$ cat config.mk
export PLATFORM = sky130hd
export DESIGN_NAME = serial_word_collector
export DESIGN_NICKNAME = d
export VERILOG_FILES = /design/src/rtl/serial_word_collector.sv
export SDC_FILE = /design/constraint.sdc
export NUM_CORES = 1
export LEC_CHECK = 0
export ABC_AREA = 1
export CAP_MARGIN = 15
export CORE_MARGIN = 3
export CORE_UTILIZATION = 57
export DETAILED_ROUTE_END_ITERATION = 16
export GPL_ROUTABILITY_DRIVEN = 0
export GPL_TIMING_DRIVEN = 0
export PLACE_DENSITY = 0.83
export SYNTH_ARGS = -nofsm -noshare
export SYNTH_HDL_FRONTEND = slang
export SYNTH_SLANG_ARGS = --single-unit
$ cat constraint.sdc
create_clock -name clk -period 4.3 [get_ports clk]
set_clock_uncertainty 0.1 [all_clocks]
set_input_delay 0.86 -clock clk [delete_from_list [all_inputs] [get_ports clk]]
set_output_delay 0.86 -clock clk [all_outputs]
set_load 0.1 [all_outputs]
$ cat src/rtl/serial_word_collector.sv
// serial_word_collector: MSB-first serial-to-parallel word collector with valid/ready output; even parity check when PARITY_EN is defined
module serial_word_collector #(
  parameter int WIDTH = 7,
  parameter int TIMEOUT = 15
) (
  input  logic             clk,
  input  logic             rst,
  input  logic             sin_valid,
  input  logic             sin_bit,
  input  logic             sin_first,
  output logic             sin_ready,
  output logic [WIDTH-1:0] word_out,
  output logic             word_valid,
  input  logic             word_ready,
  output logic             busy,
  output logic             frame_err,
  output logic             parity_err
);
  localparam int CW = $clog2(WIDTH + 1);
  localparam int IW = $clog2(TIMEOUT + 1);
  typedef enum logic [1:0] {IDLE, SHIFT, PARITY, HOLD} state_t;
  state_t state_q, state_d;
  logic [WIDTH-1:0] shreg_q, shreg_d, word_q, word_d, shifted;
  logic [CW-1:0] cnt_q, cnt_d;
  logic [IW-1:0] idle_q, idle_d;
  logic valid_q, valid_d, fe_q, fe_d, pe_q, pe_d, acc;
  assign sin_ready = state_q != HOLD;
  assign acc = sin_valid && sin_ready;
  assign shifted = {shreg_q[WIDTH-2:0], sin_bit};
  assign word_out = word_q;
  assign word_valid = valid_q;
  assign busy = state_q == SHIFT || state_q == PARITY;
  assign frame_err = fe_q;
  assign parity_err = pe_q;
  always_comb begin
    state_d = state_q;
    shreg_d = shreg_q;
    cnt_d = cnt_q;
    idle_d = idle_q;
    word_d = word_q;
    valid_d = valid_q;
    fe_d = 1'b0;
    pe_d = 1'b0;
    if (state_q == HOLD) begin
      if (valid_q && word_ready) begin
        valid_d = 1'b0;
        state_d = IDLE;
      end
    end else if (acc && sin_first) begin
      fe_d = state_q != IDLE;
      shreg_d = WIDTH'(sin_bit);
      cnt_d = CW'(1);
      idle_d = '0;
      state_d = SHIFT;
    end else if (acc && state_q == IDLE) begin
      fe_d = 1'b1;
    end else if (acc && state_q == SHIFT) begin
      idle_d = '0;
      shreg_d = shifted;
      cnt_d = cnt_q + 1'b1;
      if (cnt_q == CW'(WIDTH - 1)) begin
`ifdef PARITY_EN
        state_d = PARITY;
`else
        word_d = shifted;
        valid_d = 1'b1;
        state_d = HOLD;
`endif
      end
`ifdef PARITY_EN
    end else if (acc) begin
      idle_d = '0;
      if (^{shreg_q, sin_bit}) begin
        pe_d = 1'b1;
        shreg_d = '0;
        cnt_d = '0;
        state_d = IDLE;
      end else begin
        word_d = shreg_q;
        valid_d = 1'b1;
        state_d = HOLD;
      end
`endif
    end else if (state_q != IDLE) begin
      idle_d = (idle_q == IW'(TIMEOUT)) ? idle_q : idle_q + 1'b1;
      if (idle_q == IW'(TIMEOUT - 1)) begin
        fe_d = 1'b1;
        shreg_d = '0;
        cnt_d = '0;
        state_d = IDLE;
      end
    end
  end
  always_ff @(posedge clk) begin
    if (rst) begin
      state_q <= IDLE;
      shreg_q <= '0;
      cnt_q <= '0;
      idle_q <= '0;
      word_q <= '0;
      valid_q <= 1'b0;
      fe_q <= 1'b0;
      pe_q <= 1'b0;
    end else begin
      state_q <= state_d;
      shreg_q <= shreg_d;
      cnt_q <= cnt_d;
      idle_q <= idle_d;
      word_q <= word_d;
      valid_q <= valid_d;
      fe_q <= fe_d;
      pe_q <= pe_d;
    end
  end
endmodule

# [Yosys cells after proc, flatten, opt, wreduce, memory -nomap -nowiden]
# Index checks and enable logic that the tools add are counted.
[classes] eq_ne=14 n_addsub=2 n_mux=34 bitwise_logic=3 reduce_logical=20
[op_table] op="$mux W6" count=5
[op_table] op="$mux W4" count=5
[op_table] op="$mux W2" count=8
[op_table] op="$mux W3" count=5
[op_table] op="$reduce_and A5 Y1" count=3
[op_table] op="$mux W1" count=11
[op_table] op="$eq A4 B4 Y1 const B" count=2
[op_table] op="$ne A2 B2 Y1 const B" count=4
[op_table] op="$reduce_and A4 Y1" count=2
[op_table] op="$reduce_bool A4 Y1" count=2
[op_table] op="$ne A3 B3 Y1 const B" count=2
[op_table] op="$reduce_bool A2 Y1" count=3
[op_table] op="$reduce_bool A3 Y1" count=2
[op_table] op="$logic_and A1 B1 Y1" count=5
[op_table] op="$add A4 B1 Y4 const B" count=1
[op_table] op="$eq A2 B2 Y1 const B" count=2
[op_table] op="$ne A4 B3 Y1 const B" count=1
[op_table] op="$add A3 B1 Y3 const B" count=1
[op_table] op="$eq A3 B3 Y1 const B" count=1
[op_table] op="$not A1 Y1" count=3
[op_table] op="$eq A2 B1 Y1 const B" count=1
[op_table] op="$logic_not A2 Y1" count=1
[op_table] op="$ne A2 B1 Y1 const B" count=1
[op_table] op="$reduce_or A2 Y1" count=1
[op_table] op="$logic_or A1 B1 Y1" count=1
[totals] input_bits=6 register_bits=24 out_inout_bits=12

# [Longest topological paths before layout]
[logic_depth] depth_word=7 ltp_mapped=11 ltp_nobuf=11

# [Worst setup path after synthesis]
# OpenSTA, ideal clock, no wires.
[synth_path] path_type="register to output" from="register state_q[0]" to="output busy" t_required_ns=3.340 arrival_time_ns=1.234 path_slack_ns=2.106 path_buffers=0 stages_incl_launch_ff=3 path_cell_list="dfxtp_1 -> inv_1 -> ha_1"
[synth_via] elab_chain_len=2
[synth_rtl] element="start: declaration" line_no="22" source="state_t state_q, state_d;"
[synth_rtl] element="start signal: assignment" line_no="105" source="state_q <= state_d;"
[synth_rtl] element="$eq A2 B1 Y1 / $eq A2 B2 Y1 (equally long branches)" line_no="32" source="assign busy = state_q == SHIFT || state_q == PARITY;"
[synth_rtl] element="$logic_or A1 B1 Y1 (*)" line_no="32"
[synth_rtl] element="end: declaration" line_no="15" source="output logic busy,"
# Mark *: on every way between the ends. The rest lies on a longest branch, timed or not.

# [Worst setup path in the final report]
[layout_path] from="register state_q[0]" to="output sin_ready"
[layout_via] elab_chain_len=1
[layout_rtl] element="$ne A2 B2 Y1" line_no="27" source="assign sin_ready = state_q != HOLD;"
[layout_rtl] element="end: declaration" line_no="11" source="output logic sin_ready,"
# No other way between the ends.

==> results.py <==
metrics = {
    "status": {
        "status": "finished clean",
    },
    "power_and_ir_drop": {
        "sw_frac_of_total_pct": 27.8,
        "clockPowerShare_pct": 32.9,
        "p_int_mw": 0.357,
        "leakage_nw": 0.692,
        "power.share.combinational_pct": 18.4,
        "p_seq_share_pct": 48.7,
        "ir_worst_vdd_uv": 348,
        "p_per_area_mw_per_mm2": 322,
        "p_switching_mw": 0.137,
    },
    "critical_path": {
        "crit_fanout": 8,
        "worstPathRequired_ps": 3340,
        "arrival_ps": 2210,
        "end_kind": "output pin",
        "worst_setup_path_start_kind": "register",
        "worstSetupPathType": "register to output pin",
    },
    "cts": {
        "clk_latency_ps": 320,
        "clk_path_buf_depth": 2,
        "clkTransAtPathRegs_ps": 130,
        "postCtsSetupBuffers": 0,
        "clock-sinks": 24,
        "tritoncts": "built",
        "htreeDepth": 1,
        "cts_buffers": 3,
        "cts_root_buffer": "clkbuf_4",
        "hold_buffers": 0,
        "post_cts_resized": 0,
    },
    "timing": {
        "tightest_slew_ps": 981,
        "hold_ws_ps": 393,
        "setup_tns_ps": 0,
        "fin_crit_sh_pct": 73.8,
        "max_slew_margin_pct": 34.4,
        "clock.fmax_ghz": 0.315,
        "drv_slew": 0,
        "hold_viol_final": 0,
        "fin_ws_ps": 1130,
        "rsz0062_at_grt": "false",
        "min_period_ps": 3170,
        "setup_violations": 0,
    },
    "layout": {
        "diodes": 0,
        "area_delta_synth_final_pct": 19.2,
        "finalCoreUtilization_pct": 75.1,
        "fin_cells": 235,
        "fin_nets": 222,
        "drive_above_1_share_pct": 10.1,
    },
    "synthesis": {
        "yosysTopAreaCellShare_pct": 37.4,
        "synth_area_leaders": "dfxtp_1, nor2_1, nand2_1",
        "synth_area_per_cell_um2": 6.84,
        "yosysSeqAreaShare_pct": 37.4,
        "yosys.area.top_type": "dfxtp_1",
        "synth.cell_area_mm2": 0.00129,
        "synth.ff_latch_count": 24,
        "ys_types": 26,
        "synthCells": 188,
        "yosys_warnings": 0,
        "syn-num-nets": 201,
    },
    "die": {
        "start_util_pct": 63.0,
        "rows": 16,
        "io_pins": 18,
        "die_h_um": 53.5,
        "die_w_um": 53.5,
        "die_area_mm2": 0.00286,
        "core_area_mm2": 0.00204,
    },
    "detailed_routing": {
        "drtIter0Drc": 52,
        "ant_nets": 0,
        "route.detailed.drc": 0,
        "routed_via_density": 5.20,
        "routed-via-count": 1222,
        "wl_per_cell_um": 11.8,
        "dr.pass1.iters": 4,
        "finalWirelength_um": 2770,
    },
    "hold_path": {
        "holdCritPathClass": "register to register",
    },
    "placement": {
        "place_inst": 231,
        "port_buffers": 16,
        "dp_hpwl_um": 2010,
        "dpl_worst_slack_ps": 1500,
    },
    "global_route": {
        "gr-total-overflow": 0,
        "grt_pass1_wl_um": 4770,
        "grt_max_degree": 15,
        "grt_pass1_vias": 1127,
        "grt_usage_pct": 22.9,
        "antenna_found_initial": 0,
    },
    "job": {
        "maxCapViolCount": 0,
    },
}
-- area by class of cell --
cell class | count | area, um^2
Multi-Input combinational cell | 140 | 702
Fill cell | 161 | 509
Sequential cell | 24 | 480
Timing Repair Buffer | 16 | 160
Inverter | 20 | 77.6
Tap cell | 27 | 33.8
Clock inverter | 1 | 30.0
Buffer | 4 | 26.3
Clock buffer | 3 | 22.5
-- synthesized netlist by cell type --
cell type	instances
a21oi_1	5
a21oi_2	1
buf_1	1
buf_4	1
buf_6	1
clkbuf_1	1
conb_1	1
dfxtp_1	24
ha_1	7
inv_1	18
inv_2	1
inv_4	1
nand2_1	40
nand2_2	1
nand2_4	1
nand3_1	8
nand3_2	3
nand3_4	1
nand4_1	1
nor2_1	49
nor2_2	2
nor2_4	2
o21ai_0	12
o21ai_1	3
or2_2	2
xor2_1	1
-- power by group through the flow --
stage	Sequential, mW	Clock (mW)	Combinational, mW
detailed placement	0.245	0	0.0896
floorplan	0.247	0	0.0651
global route	0.242	0.174	0.102
finish	0.240	0.163	0.0909
CTS	0.240	0.167	0.0904
global placement	0.244	0	0.0854
-- cell families after synthesis --
group,after synthesis,share of synthesized area [%]
simple gates,110,38.3
xor+xnor,1,0.681
other cells,1,0.292
compound gates,21,8.46
flops,24,37.4
buf+inv,24,8.07
fa+ha+maj,7,6.81
-- per-layer routing --
metal	global-route usage (%)	up-vias	wire [um]
met5	0	-	0
met4	10.2	0	101
met3	4.23	18	168
met2	39.6	40	1260
met1	27.1	541	1250
li1	-	623	-
-- registers in the layout (all words and copies together) (netlist names) --
| register | count |
|---|---|
| cnt_q | 3 |
| idle_q | 4 |
| word_out | 7 |
| shreg_q | 6 |
| state_q | 2 |
| frame_err | 1 |
| word_valid | 1 |
-- cell usage in the layout, fill, tap and decap left out, types with 2 or more instances in the layout --
| cell | Yosys | final |
|---|---|---|
| a21oi_1 | 5 | 5 |
| clkbuf_4 | 0 | 3 |
| clkdlybuf4s50_1 | 0 | 16 |
| dfxtp_1 | 24 | 24 |
| ha_1 | 7 | 7 |
| inv_1 | 18 | 18 |
| nand2_1 | 40 | 40 |
| nand3_1 | 8 | 8 |
| nand3_2 | 3 | 3 |
| nor2_1 | 49 | 49 |
| nor2_2 | 2 | 2 |
| nor2_4 | 2 | 2 |
| o21ai_0 | 12 | 12 |
| o21ai_1 | 3 | 3 |
| or2_2 | 2 | 2 |
-- critical path: stages (launching register included) --
cell and delay (ps):
dfxtp_1 360, ha_1 260, inv_4 130, clkdlybuf4s50_1 1140
-- metrics by stage --
stage,power (mW),instance area [um^2]
3_3_place_gp,0.330,1480
3_5_place_dp,0.335,1480
5_1_grt,0.518,1530
4_1_cts,0.497,1530
6_report,0.494,1530
2_1_floorplan,0.312,1290
-- path summary, 6_finish.rpt --
check / from / endpoint / slack (ps) / depth (start not counted)
max reg2reg: state_q[0] / shreg_q[1] / 2510 / 10
min: shreg_q[5] / shreg_q[5] / 390 / 2
max: state_q[0] / sin_ready / 1130 / 3
min reg2reg: shreg_q[5] / shreg_q[5] / 390 / 2
Note: power is estimated with default switching activity, not from simulation.
